<file path="src/rtl/calc_pkg.sv">
// rtl/calc_pkg.sv - key codes, controller states and error codes for the RPN sequencer
package calc_pkg;

  localparam logic [4:0] KEY_OP_BASE = 5'h10;
  localparam logic [4:0] KEY_ENTER   = 5'h18;
  localparam logic [4:0] KEY_DROP    = 5'h19;
  localparam logic [4:0] KEY_CLEAR   = 5'h1A;

  typedef enum logic [1:0] {
    IDLE  = 2'd0,
    EXEC  = 2'd1,
    ERROR = 2'd2
  } state_t;

  typedef enum logic [1:0] {
    ERR_NONE = 2'd0,
    ERR_OVF  = 2'd1,
    ERR_UNF  = 2'd2
  } err_t;

endpackage

</file>
<file path="src/rtl/rpn_stack.sv">
// rtl/rpn_stack.sv - DEPTH x WIDTH operand stack with push, dup, pop1, pop2 and clear
module rpn_stack #(
  parameter int WIDTH = 16,
  parameter int DEPTH = 4,
  localparam int DW = $clog2(DEPTH + 1)
) (
  input  logic             clk,
  input  logic             rst,
  input  logic             i_push,
  input  logic [WIDTH-1:0] i_push_data,
  input  logic             i_pop1,
  input  logic             i_pop2,
  input  logic             i_dup,
  input  logic             i_clear,
  output logic [WIDTH-1:0] o_top,
  output logic [WIDTH-1:0] o_next,
  output logic [DW-1:0]    o_depth,
  output logic             o_full,
  output logic             o_empty
);

  localparam int AW = (DEPTH > 1) ? $clog2(DEPTH) : 1;

  logic [WIDTH-1:0] r_mem [DEPTH];
  logic [DW-1:0]    r_depth;
  logic [AW-1:0]    w_wr_idx;
  logic [AW-1:0]    w_top_idx;
  logic [AW-1:0]    w_next_idx;
  logic             w_full;
  logic             w_empty;

  assign w_full     = (r_depth == DW'(DEPTH));
  assign w_empty    = (r_depth == '0);
  assign w_wr_idx   = AW'(r_depth);
  assign w_top_idx  = AW'(r_depth - DW'(1));
  assign w_next_idx = AW'(r_depth - DW'(2));

  // Contents below r_depth are never reset; only the occupancy is.
  always_ff @(posedge clk) begin
    if (rst || i_clear) begin
      r_depth <= '0;
    end else if (i_push && !w_full) begin
      r_mem[w_wr_idx] <= i_push_data;
      r_depth         <= r_depth + DW'(1);
    end else if (i_dup && !w_full && !w_empty) begin
      r_mem[w_wr_idx] <= r_mem[w_top_idx];
      r_depth         <= r_depth + DW'(1);
    end else if (i_pop2 && (r_depth >= DW'(2))) begin
      r_depth <= r_depth - DW'(2);
    end else if (i_pop1 && !w_empty) begin
      r_depth <= r_depth - DW'(1);
    end
  end

  assign o_top   = r_mem[w_top_idx];
  assign o_next  = r_mem[w_next_idx];
  assign o_depth = r_depth;
  assign o_full  = w_full;
  assign o_empty = w_empty;

endmodule

</file>
<file path="src/rtl/alu_rpn_sequencer.sv">
// rtl/alu_rpn_sequencer.sv - keypad-driven RPN controller sequencing the shared ALU
module alu_rpn_sequencer
  import calc_pkg::*;
#(
  parameter int WIDTH   = 16,
  parameter int DEPTH   = 4,
  parameter int NUM_OPS = 5,
  localparam int DW = $clog2(DEPTH + 1)
) (
  input  logic             clk,
  input  logic             rst,
  input  logic             key_valid,
  input  logic [4:0]       key_code,
  output logic [WIDTH-1:0] alu_a,
  output logic [WIDTH-1:0] alu_b,
  output logic [2:0]       alu_op,
  input  logic [WIDTH-1:0] alu_result,
  input  logic             alu_overflow,
  output logic [WIDTH-1:0] display,
  output logic [DW-1:0]    depth,
  output logic             busy,
  output logic             error,
  output logic [1:0]       err_code,
  output logic             ovf_flag
);

  localparam int NDIG = WIDTH / 4;
  localparam int CW   = $clog2(NDIG + 1);

  state_t           r_state, w_state_nxt;
  err_t             r_err;
  logic [WIDTH-1:0] r_entry;
  logic [CW-1:0]    r_count;
  logic             r_entry_active;
  logic [WIDTH-1:0] r_alu_a, r_alu_b;
  logic [2:0]       r_alu_op;
  logic             r_ovf;

  logic [WIDTH-1:0] w_top, w_next, w_push_data;
  logic [DW-1:0]    w_depth;
  logic             w_full, w_empty;
  logic             w_push, w_pop1, w_pop2, w_dup, w_clr;
  logic             w_entry_shift, w_entry_clr, w_load_alu, w_set_err, w_ovf_load;
  err_t             w_err_val;
  logic             w_key_clear, w_is_digit, w_is_op, w_op_ok, w_need_ok;

  assign w_key_clear = key_valid && (key_code == KEY_CLEAR);
  assign w_is_digit  = (key_code[4] == 1'b0);
  assign w_is_op     = (key_code[4:3] == KEY_OP_BASE[4:3]);
  assign w_op_ok     = (int'(key_code[2:0]) < NUM_OPS);
  assign w_need_ok   = r_entry_active ? !w_empty : (w_depth >= DW'(2));

  rpn_stack #(.WIDTH(WIDTH), .DEPTH(DEPTH)) u_stack (
    .clk         (clk),
    .rst         (rst),
    .i_push      (w_push),
    .i_push_data (w_push_data),
    .i_pop1      (w_pop1),
    .i_pop2      (w_pop2),
    .i_dup       (w_dup),
    .i_clear     (w_clr),
    .o_top       (w_top),
    .o_next      (w_next),
    .o_depth     (w_depth),
    .o_full      (w_full),
    .o_empty     (w_empty)
  );

  always_ff @(posedge clk) begin
    if (rst) r_state <= IDLE;
    else     r_state <= w_state_nxt;
  end

  always_comb begin
    w_state_nxt   = r_state;
    w_push        = 1'b0;
    w_push_data   = r_entry;
    w_pop1        = 1'b0;
    w_pop2        = 1'b0;
    w_dup         = 1'b0;
    w_clr         = 1'b0;
    w_entry_shift = 1'b0;
    w_entry_clr   = 1'b0;
    w_load_alu    = 1'b0;
    w_set_err     = 1'b0;
    w_err_val     = ERR_NONE;
    w_ovf_load    = 1'b0;
    if (w_key_clear) begin
      w_clr       = 1'b1;
      w_entry_clr = 1'b1;
      w_state_nxt = IDLE;
    end else begin
      case (r_state)
        IDLE: begin
          if (key_valid) begin
            if (w_is_digit) begin
              w_entry_shift = (r_count < CW'(NDIG));
            end else if (key_code == KEY_ENTER) begin
              if (r_entry_active || !w_empty) begin
                if (w_full) begin
                  w_set_err = 1'b1;
                  w_err_val = ERR_OVF;
                end else if (r_entry_active) begin
                  w_push      = 1'b1;
                  w_entry_clr = 1'b1;
                end else begin
                  w_dup = 1'b1;
                end
              end
            end else if (key_code == KEY_DROP) begin
              if (r_entry_active) begin
                w_entry_clr = 1'b1;
              end else if (!w_empty) begin
                w_pop1 = 1'b1;
              end else begin
                w_set_err = 1'b1;
                w_err_val = ERR_UNF;
              end
            end else if (w_is_op && w_op_ok) begin
              if (!w_need_ok) begin
                w_set_err = 1'b1;
                w_err_val = ERR_UNF;
              end else begin
                // Operands leave the stack now; the result returns next cycle.
                w_load_alu  = 1'b1;
                w_pop1      = r_entry_active;
                w_pop2      = !r_entry_active;
                w_entry_clr = 1'b1;
                w_state_nxt = EXEC;
              end
            end
            if (w_set_err) w_state_nxt = ERROR;
          end
        end
        EXEC: begin
          w_push      = 1'b1;
          w_push_data = alu_result;
          w_ovf_load  = 1'b1;
          w_state_nxt = IDLE;
        end
        default: ;
      endcase
    end
  end

  always_ff @(posedge clk) begin
    if (rst) begin
      r_entry        <= '0;
      r_count        <= '0;
      r_entry_active <= 1'b0;
      r_alu_a        <= '0;
      r_alu_b        <= '0;
      r_alu_op       <= '0;
      r_err          <= ERR_NONE;
      r_ovf          <= 1'b0;
    end else begin
      if (w_entry_clr) begin
        r_entry        <= '0;
        r_count        <= '0;
        r_entry_active <= 1'b0;
      end else if (w_entry_shift) begin
        r_entry        <= {r_entry[WIDTH-5:0], key_code[3:0]};
        r_count        <= r_count + CW'(1);
        r_entry_active <= 1'b1;
      end
      if (w_load_alu) begin
        r_alu_b  <= r_entry_active ? r_entry : w_top;
        r_alu_a  <= r_entry_active ? w_top : w_next;
        r_alu_op <= key_code[2:0];
      end
      if (w_key_clear) begin
        r_err <= ERR_NONE;
        r_ovf <= 1'b0;
      end else begin
        if (w_set_err)  r_err <= w_err_val;
        if (w_ovf_load) r_ovf <= alu_overflow;
      end
    end
  end

  assign alu_a    = r_alu_a;
  assign alu_b    = r_alu_b;
  assign alu_op   = r_alu_op;
  assign display  = r_entry_active ? r_entry : (w_empty ? '0 : w_top);
  assign depth    = w_depth;
  assign busy     = (r_state == EXEC);
  assign error    = (r_state == ERROR);
  assign err_code = r_err;
  assign ovf_flag = r_ovf;

endmodule

</file>
<file path="config.mk">
export PLATFORM = sky130hd
export DESIGN_NAME = alu_rpn_sequencer
export DESIGN_NICKNAME = d
export VERILOG_FILES = /design/src/rtl/calc_pkg.sv /design/src/rtl/rpn_stack.sv /design/src/rtl/alu_rpn_sequencer.sv
export SDC_FILE = /design/constraint.sdc
export NUM_CORES = 1
export LEC_CHECK = 0
export BUFFER_PORTS_ARGS = -buffer_cell sky130_fd_sc_hd__buf_2
export CORE_MARGIN = 2
export CORE_UTILIZATION = 35
export CTS_CLUSTER_SIZE = 30
export DETAILED_ROUTE_END_ITERATION = 8
export GPL_TIMING_DRIVEN = 0
export SLEW_MARGIN = 20
export SYNTH_ARGS = -nofsm -noshare
export SYNTH_HDL_FRONTEND = slang
export SYNTH_SLANG_ARGS = --single-unit
</file>
<file path="constraint.sdc">
create_clock -name clk -period 5.3 [get_ports clk]
set_input_delay 0.265 -clock clk [delete_from_list [all_inputs] [get_ports clk]]
set_output_delay 0.265 -clock clk [all_outputs]
set_load 0.01 [all_outputs]
</file>
==> results of run 1 <==
-- worst max-delay path, delay by kind of cell, from the launching register on --
kind            cells  cell delay [ns]
buf+inv             6             1.91
mux                 1             0.42
flops               1             0.40
fa+ha+maj           1             0.30
compound gates      1             0.25
-- final timing paths --
| check | endpoint | start |
|---|---|---|
| min | ovf_flag$_SDFFE_PP0P_ | alu_overflow |
| max | display[6] | u_stack.o_depth[1]$_SDFFE_PP0P_ |
| max reg2reg | u_stack.r_mem[3][10]$_DFFE_PP_ | u_stack.o_depth[1]$_SDFFE_PP0P_ |
| min reg2reg | r_count[1]$_SDFFE_PP0P_ | r_count[1]$_SDFFE_PP0P_ |
-- through the flow --
step / hold WS [ns] / total power, W / instance area (um2) / instances
after global routing: 0.0942 / 0.00236 / 7550 / 864
after CTS: 0.0822 / 0.00230 / 7550 / 864
after global placement: 0.457 / 0.00117 / 6960 / 830
after floorplan: 0.401 / 0.00113 / 6280 / 525
after detailed placement: 0.462 / 0.00117 / 6980 / 832
final: 0.0881 / 0.00229 / 7550 / 864
-- power breakdown --
part / switching (W) / total [W] / internal [W]
combinational: 0.0000715 / 0.000113 / 0.0000418
clock: 0.000447 / 0.00114 / 0.000691
sequential: 0.00000716 / 0.00104 / 0.00103
total: 0.000525 / 0.00229 / 0.00176
-- registers in the layout, indices dropped and copies added, names as in the netlist --
signal,flops
r_entry,16
u_stack.r_mem,64
r_entry_active,1
u_stack.o_depth,3
alu_a,16
err_code,2
r_count,3
r_state,2
ovf_flag,1
alu_b,16
alu_op,3
-- layout by cell type, fill, tap and decap left out, types with 4 or more instances in the layout --
master     instances
nor2_1            50
a21oi_1           25
buf_6              4
mux2i_1           52
buf_2             94
nand2_1           57
mux4_2            32
and3_2             4
a22o_1            16
o21ai_0           16
dfxtp_1           63
nand3_1            4
buf_4              5
ha_1               7
a211oi_1          32
edfxtp_1          64
clkbuf_1          21
inv_1              6
o21ai_1            4
clkbuf_16         17
-- cell type report --
| type | count | area (um2) | area share (%) |
|---|---|---|---|
| Clock buffer | 18 | 429 | 5.69 |
| Clock inverter | 14 | 141 | 1.87 |
| Buffer | 41 | 213 | 2.82 |
| Inverter | 6 | 22.5 | 0.298 |
| Tap cell | 225 | 282 | 3.73 |
| Sequential cell | 127 | 3180 | 42.2 |
| Timing Repair Buffer | 82 | 415 | 5.50 |
| Multi-Input combinational cell | 351 | 2860 | 37.9 |
-- layer usage --
metal  vias to the layer above  global-route usage (%)
met4                         0                    7.48
met5                         -                       0
met2                       162                    32.3
met1                      2327                    25.4
met3                        22                    3.65
li1                       2207                       -
-- cells by family (layout without fill, tap and decap cells) --
kind of cell / count (synthesis) / count (layout) / synth area share (%)
DFF: 127 / 127 / 50.7
AOI/OAI and AO/OA: 113 / 113 / 12.7
and+or+nand+nor: 146 / 146 / 11.5
buffers and inverters: 47 / 161 / 3.75
muxes: 84 / 84 / 19.8
adders and majority gates: 7 / 7 / 1.40
xor gates and xnor gates: 1 / 1 / 0.140
==> impl_results.md, run 1 <==
- Status: finished, final reports clean
- Unrepaired setup endpoints after global routing: no
- Inserted Clock Buffers: 17
- Cts hold-fix bufs: 0
- Period Utilization, post-route: 74.7%
- Setup violations, final: 0
- Post-Syn Nets: 557
- EDFF count, synth: 64
- Top sig layer: met4
- Place WS: 1.75 ns
- Row count: 48
- Antenna cells: 0
- Initial drt markers: 483
- Ranking of synthesized cells by area: edfxtp_1 31%, dfxtp_1 20%, mux4_2 11%
- Synth Flop Type: edfxtp_1
- Top-area cell type share of the netlist area: 30.6%
- Worst setup margin: 1.34 ns
- Die height: 138 um
- Routed wl met2: 8820 um
- Avg Inst Size Synth: 12.0 um2
- CTS max path bufs: 2
- Die Wd: 138 um
- Setup CP Type: flop to output port
- Reg2reg path depth: 9
- Final net count: 658
- Root buffer cell: clkbuf_16
- R2r setup slk: 1.79 ns
- Post-CTS resize count: 0
- Final ANT Viol Nets: 0
- Worst Hold Class: primary input to flop
- CP startpoint kind: flop
- Synth Cell Area: 0.00628 mm2
- Share of cells above drive strength 1: 29.3%
- Grt ovf: 0
- Min cycle time layout: 3.96 ns
- DR vias/cell: 5.46
- Synth area leader: edfxtp_1
- Vias: 4,718
- WP data required: 5.04 ns
- Relative slew slack: 42.0%
- Met3 WL: 1000 um
- Fin. max-slew vios: 0
- Max-Cap Viols: 0
- Crit path arrival time: 3.69 ns
- CP cell instances: clkbuf_1, buf_6, inv_1, ha_1, clkbuf_1, buf_2, mux4_2, a22o_1, buf_2
- Worst setup EP type: output port
- H-tree depth: 4
- Post-synth ARST share: 0%
- Synth Register Bits: 127
- Final wirelength: 17,900 um
- Met1 WL: 7750 um
- Leakage: 2.87 nW
- Peak supply drop: 0.227 mV
- IO Port Bufs: 80
- Routed len/inst: 20.7 um
- Setup Skew: 0.00676 ns
- Fillers: 1,647
- Slew @ Worst Pin: 0.870 ns
- Sequential area share after synthesis: 50.7%
- Clock sink count: 127
- Most common cell in the netlist: edfxtp_1
- Core area: 0.0174 mm2
- Utilization after layout: 43.3%
- Post-CTS setup repair buffer count: 0
- Fmax: 253 MHz
- Syn. warnings: 0
- GRT Util Overall: 19.5%
- Clock Latency Late Sink: 0.42 ns
- Hpwl dp: 13,300 um
- Final hold vios: 0
- IO Count: 84
- Hold depth: 3
- CTS tree: yes
- Fin Setup TNS: 0 ns
- Vias in the first global route: 4,746
- Post-synth top cells: 64 x edfxtp_1, 63 x dfxtp_1, 57 x nand2_1, 52 x mux2i_1, 50 x nor2_1
- Critical-path maximum fanout: 10
- First-pass GRT wire length: 27,100 um
- GP Congestion: 0.878
- Max incr delay on CP: 0.52 ns
- CTS clock-pin slew for the worst setup and hold paths: 0.06 ns
- Initial core utilization: 36.0%
- Initial antenna violation count: 0
- DR pass1 iterations: 5
- DRC: 0
- Post-synthesis cell type count: 58
- Slowest cell on the critical path: clkbuf_1
- Pwr dens: 303 mW/mm2
- Die ar.: 0.0190 mm2
- Cell count after synthesis: 525
- Layout area overhead: 20.3%
- Largest net degree at the start of global routing: 17
No activity file was read; power rests on OpenSTA's default activity.
==> run 2, diff against run 1 <==
- ABC_AREA: not set -> 1
- clock period: 5.3 -> 3.2 ns (I/O delays scaled with it)
==> run 2 against run 1 <==
- critical path depth up 1
- global-route usage up 3.2 points
- final area up 1.4%
- area after synthesis about the same
- first-iteration DRC count up 24%
- total power up 66%
- register-to-register slack worse by 1.7 ns
- hold slack worse by 0.074 ns
- combinational power up 70%
- flip-flop and latch count unchanged
- largest power group unchanged
==> impl_results.md, run 2 <==
- Ranking of synthesized cells by area: edfxtp_1 31%, dfxtp_1 20%, nand2_1 11%
- CTS clock-pin slew for the worst setup and hold paths: 0.06 ns
- Placed instance area: 0.00704 mm2
- H-tree depth: 4
- Antenna cells: 0
- Crit path arrival time: 2.93 ns
- Row count: 48
- IO Port Bufs: 82
- Initial drt markers: 601
- Hold EP: ovf_flag$_SDFFE_PP0P_
- Hpwl dp: 16,100 um
- GP Congestion: 0.915
- First-pass GRT wire length: 31,600 um
- Root buffer cell: clkbuf_16
- Post-synth top cells: 184 x nand2_1, 85 x o21ai_0, 77 x a21oi_1, 64 x edfxtp_1, 63 x dfxtp_1
- Fmax: 324 MHz
- Final wirelength: 21,200 um
- EDFF count, synth: 64
- Final hold vios: 0
- Leakage: 3.06 nW
- Grt ovf: 0
- IO Count: 84
- Peak supply drop: 0.295 mV
- Final net count: 928
- Routed len/inst: 18.7 um
- Synth Flop Type: edfxtp_1
- Share of cells above drive strength 1: 17.6%
- Reg-to-reg endpoint: u_stack.r_mem[3][6]$_DFFE_PP_
- Slew @ Worst Pin: 0.733 ns
- Post-synth ARST share: 0%
- Worst setup EP type: output port
- Final ANT Viol Nets: 0
- Clock Latency Late Sink: 0.42 ns
- Initial antenna violation count: 0
- Top-area cell type share of the netlist area: 30.6%
- CP startpoint kind: flop
- WP data required: 3.04 ns
- Most common cell in the netlist: nand2_1
- Most frequent cells in the layout: 184 x nand2_1, 95 x buf_2, 77 x a21oi_1
- Met3 Resource Use GR: 3.65%
- Cell count after synthesis: 792
- R2r setup slk: 0.14 ns
- Period Utilization, post-route: 96.4%
- Largest register FFs: 64
- DRC: 0
- Critical-path maximum fanout: 12
- DR pass1 iterations: 5
- Hold depth: 3
- Most common cell after layout, fill and taps aside: nand2_1
- Unrepaired setup endpoints after global routing: no
- Largest net degree at the start of global routing: 20
- Utilization after layout: 44.0%
- Inserted Clock Buffers: 17
- Synth Cell Area: 0.00628 mm2
- Avg Inst Size Synth: 7.93 um2
- HP Start: alu_overflow
- Pwr dens: 495 mW/mm2
- Met2 Resource Use GR: 37.7%
- Vias: 6,061
- Max-Cap Viols: 0
- Vias in the first global route: 5,603
- Post-Syn Nets: 824
- Min cycle time layout: 3.09 ns
- CTS tree: yes
- Status: finished, final reports clean
- Setup violations, final: 0
- Layout area overhead: 21.9%
- Worst Hold Class: primary input to flop
- Clock sink count: 127
- Die ar.: 0.0190 mm2
- GRT Util Overall: 22.7%
- Setup CP Type: flop to output port
- Sequential area share after synthesis: 50.7%
- Cell count after placement: 1,103
- RR Startpoint: u_stack.o_depth[0]$_SDFFE_PP0P_
- Fin. max-slew vios: 0
- Synth area leader: edfxtp_1
- Die Wd: 138 um
- DR vias/cell: 5.34
- Initial core utilization: 36.1%
- Post-route cell area: 0.00765 mm2
- Core area: 0.0174 mm2
- Setup Skew: 0.00852 ns
- Syn. warnings: 0
- Grt met1 use: 29.5%
- Relative slew slack: 50.6%
- Top Usage Layer GRT: met2
- Post-synthesis cell type count: 24
- Die height: 138 um
- CTS max path bufs: 2
- Reg2reg path depth: 14
- Synth Register Bits: 127
- Post-Layout Cell Count: 1,134
- Largest register by flop count: u_stack.r_mem
==> run 2: timing repair <==
item	4_1_cts	5_1_grt
resized for setup	19	9
hold endpoints to repair	1	0
hold buffers	1	0
cloned	0	0
setup endpoints to repair	128	22
buffers inserted	0	0
==> run 2: cell type report <==
class / instances / area, um2
Buffer: 50 / 254
Clock buffer: 18 / 429
Clock inverter: 14 / 144
Fill cell: 1786 / 9760
Inverter: 46 / 174
Multi-Input combinational cell: 567 / 2710
Sequential cell: 127 / 3180
Tap cell: 225 / 282
Timing Repair Buffer: 87 / 480
==> run 2: logic make-up (layout without fill, tap and decap cells) <==
kind of cell | Yosys count | count (layout) | synth area share [%]
compound gates | 245 | 245 | 20.6
xor+xnor | 3 | 3 | 0.418
fa+ha+maj | 7 | 7 | 1.39
buf+inv | 98 | 215 | 6.59
flops | 127 | 127 | 50.7
simple gates | 312 | 312 | 20.3
==> run 2: worst max-delay path by stage <==
| stage | start | depth (start not counted) | to | slack [ns] |
|---|---|---|---|---|
| after global routing | u_stack.o_depth[0]$_SDFFE_PP0P_ | 10 | display[4] | 0.004 |
| after floorplan | u_stack.o_depth[0]$_SDFFE_PP0P_ | 13 | u_stack.r_mem[1][0]$_DFFE_PP_ | 0.28 |
| after global placement | u_stack.o_depth[1]$_SDFFE_PP0P_ | 12 | u_stack.r_mem[3][9]$_DFFE_PP_ | -0.89 |
| after CTS | u_stack.o_depth[0]$_SDFFE_PP0P_ | 10 | display[12] | 0.09 |
| after detailed placement | u_stack.o_depth[1]$_SDFFE_PP0P_ | 9 | u_stack.r_mem[3][4]$_DFFE_PP_ | -0.37 |
| final | u_stack.o_depth[0]$_SDFFE_PP0P_ | 10 | display[4] | 0.11 |
==> run 2: power by group <==
part	switching [W]	total (W)	internal, W
Sequential	0.0000125	0.00172	0.00171
Combinational	0.000134	0.000192	0.0000587
Clock	0.000733	0.00187	0.00114
Total	0.000879	0.00379	0.00291
==> run 2: worst max-delay path, stage by stage (launching register included) <==
cell	delay (ns)
dfxtp_1	0.38
buf_2	0.21
clkinv_2	0.16
clkbuf_4	0.25
ha_2	0.42
clkbuf_8	0.21
a21oi_1	0.05
o21ai_1	0.27
nand2_1	0.08
o21ai_0	0.26
buf_2	0.19
==> run 2: layer usage <==
layer / share of wire, % / vias up / wire length, um
li1: - / 2960 / -
met4: 2.8 / 0 / 597
met2: 47 / 262 / 10100
met5: 0 / - / 0
met1: 43 / 2799 / 9150
met3: 6.7 / 40 / 1430
==> run 2: through the flow <==
step                setup WS (ns)  setup TNS (ns)  hold slack [ns]  power, W
global placement           -0.886          -67.17            0.372   0.00195
global route              0.00367               0           0.0362   0.00390
CTS                        0.0876               0          0.00310   0.00381
detailed placement         -0.374          -20.68            0.376   0.00195
finish                      0.114               0           0.0143   0.00379
floorplan                   0.281               0            0.233   0.00187
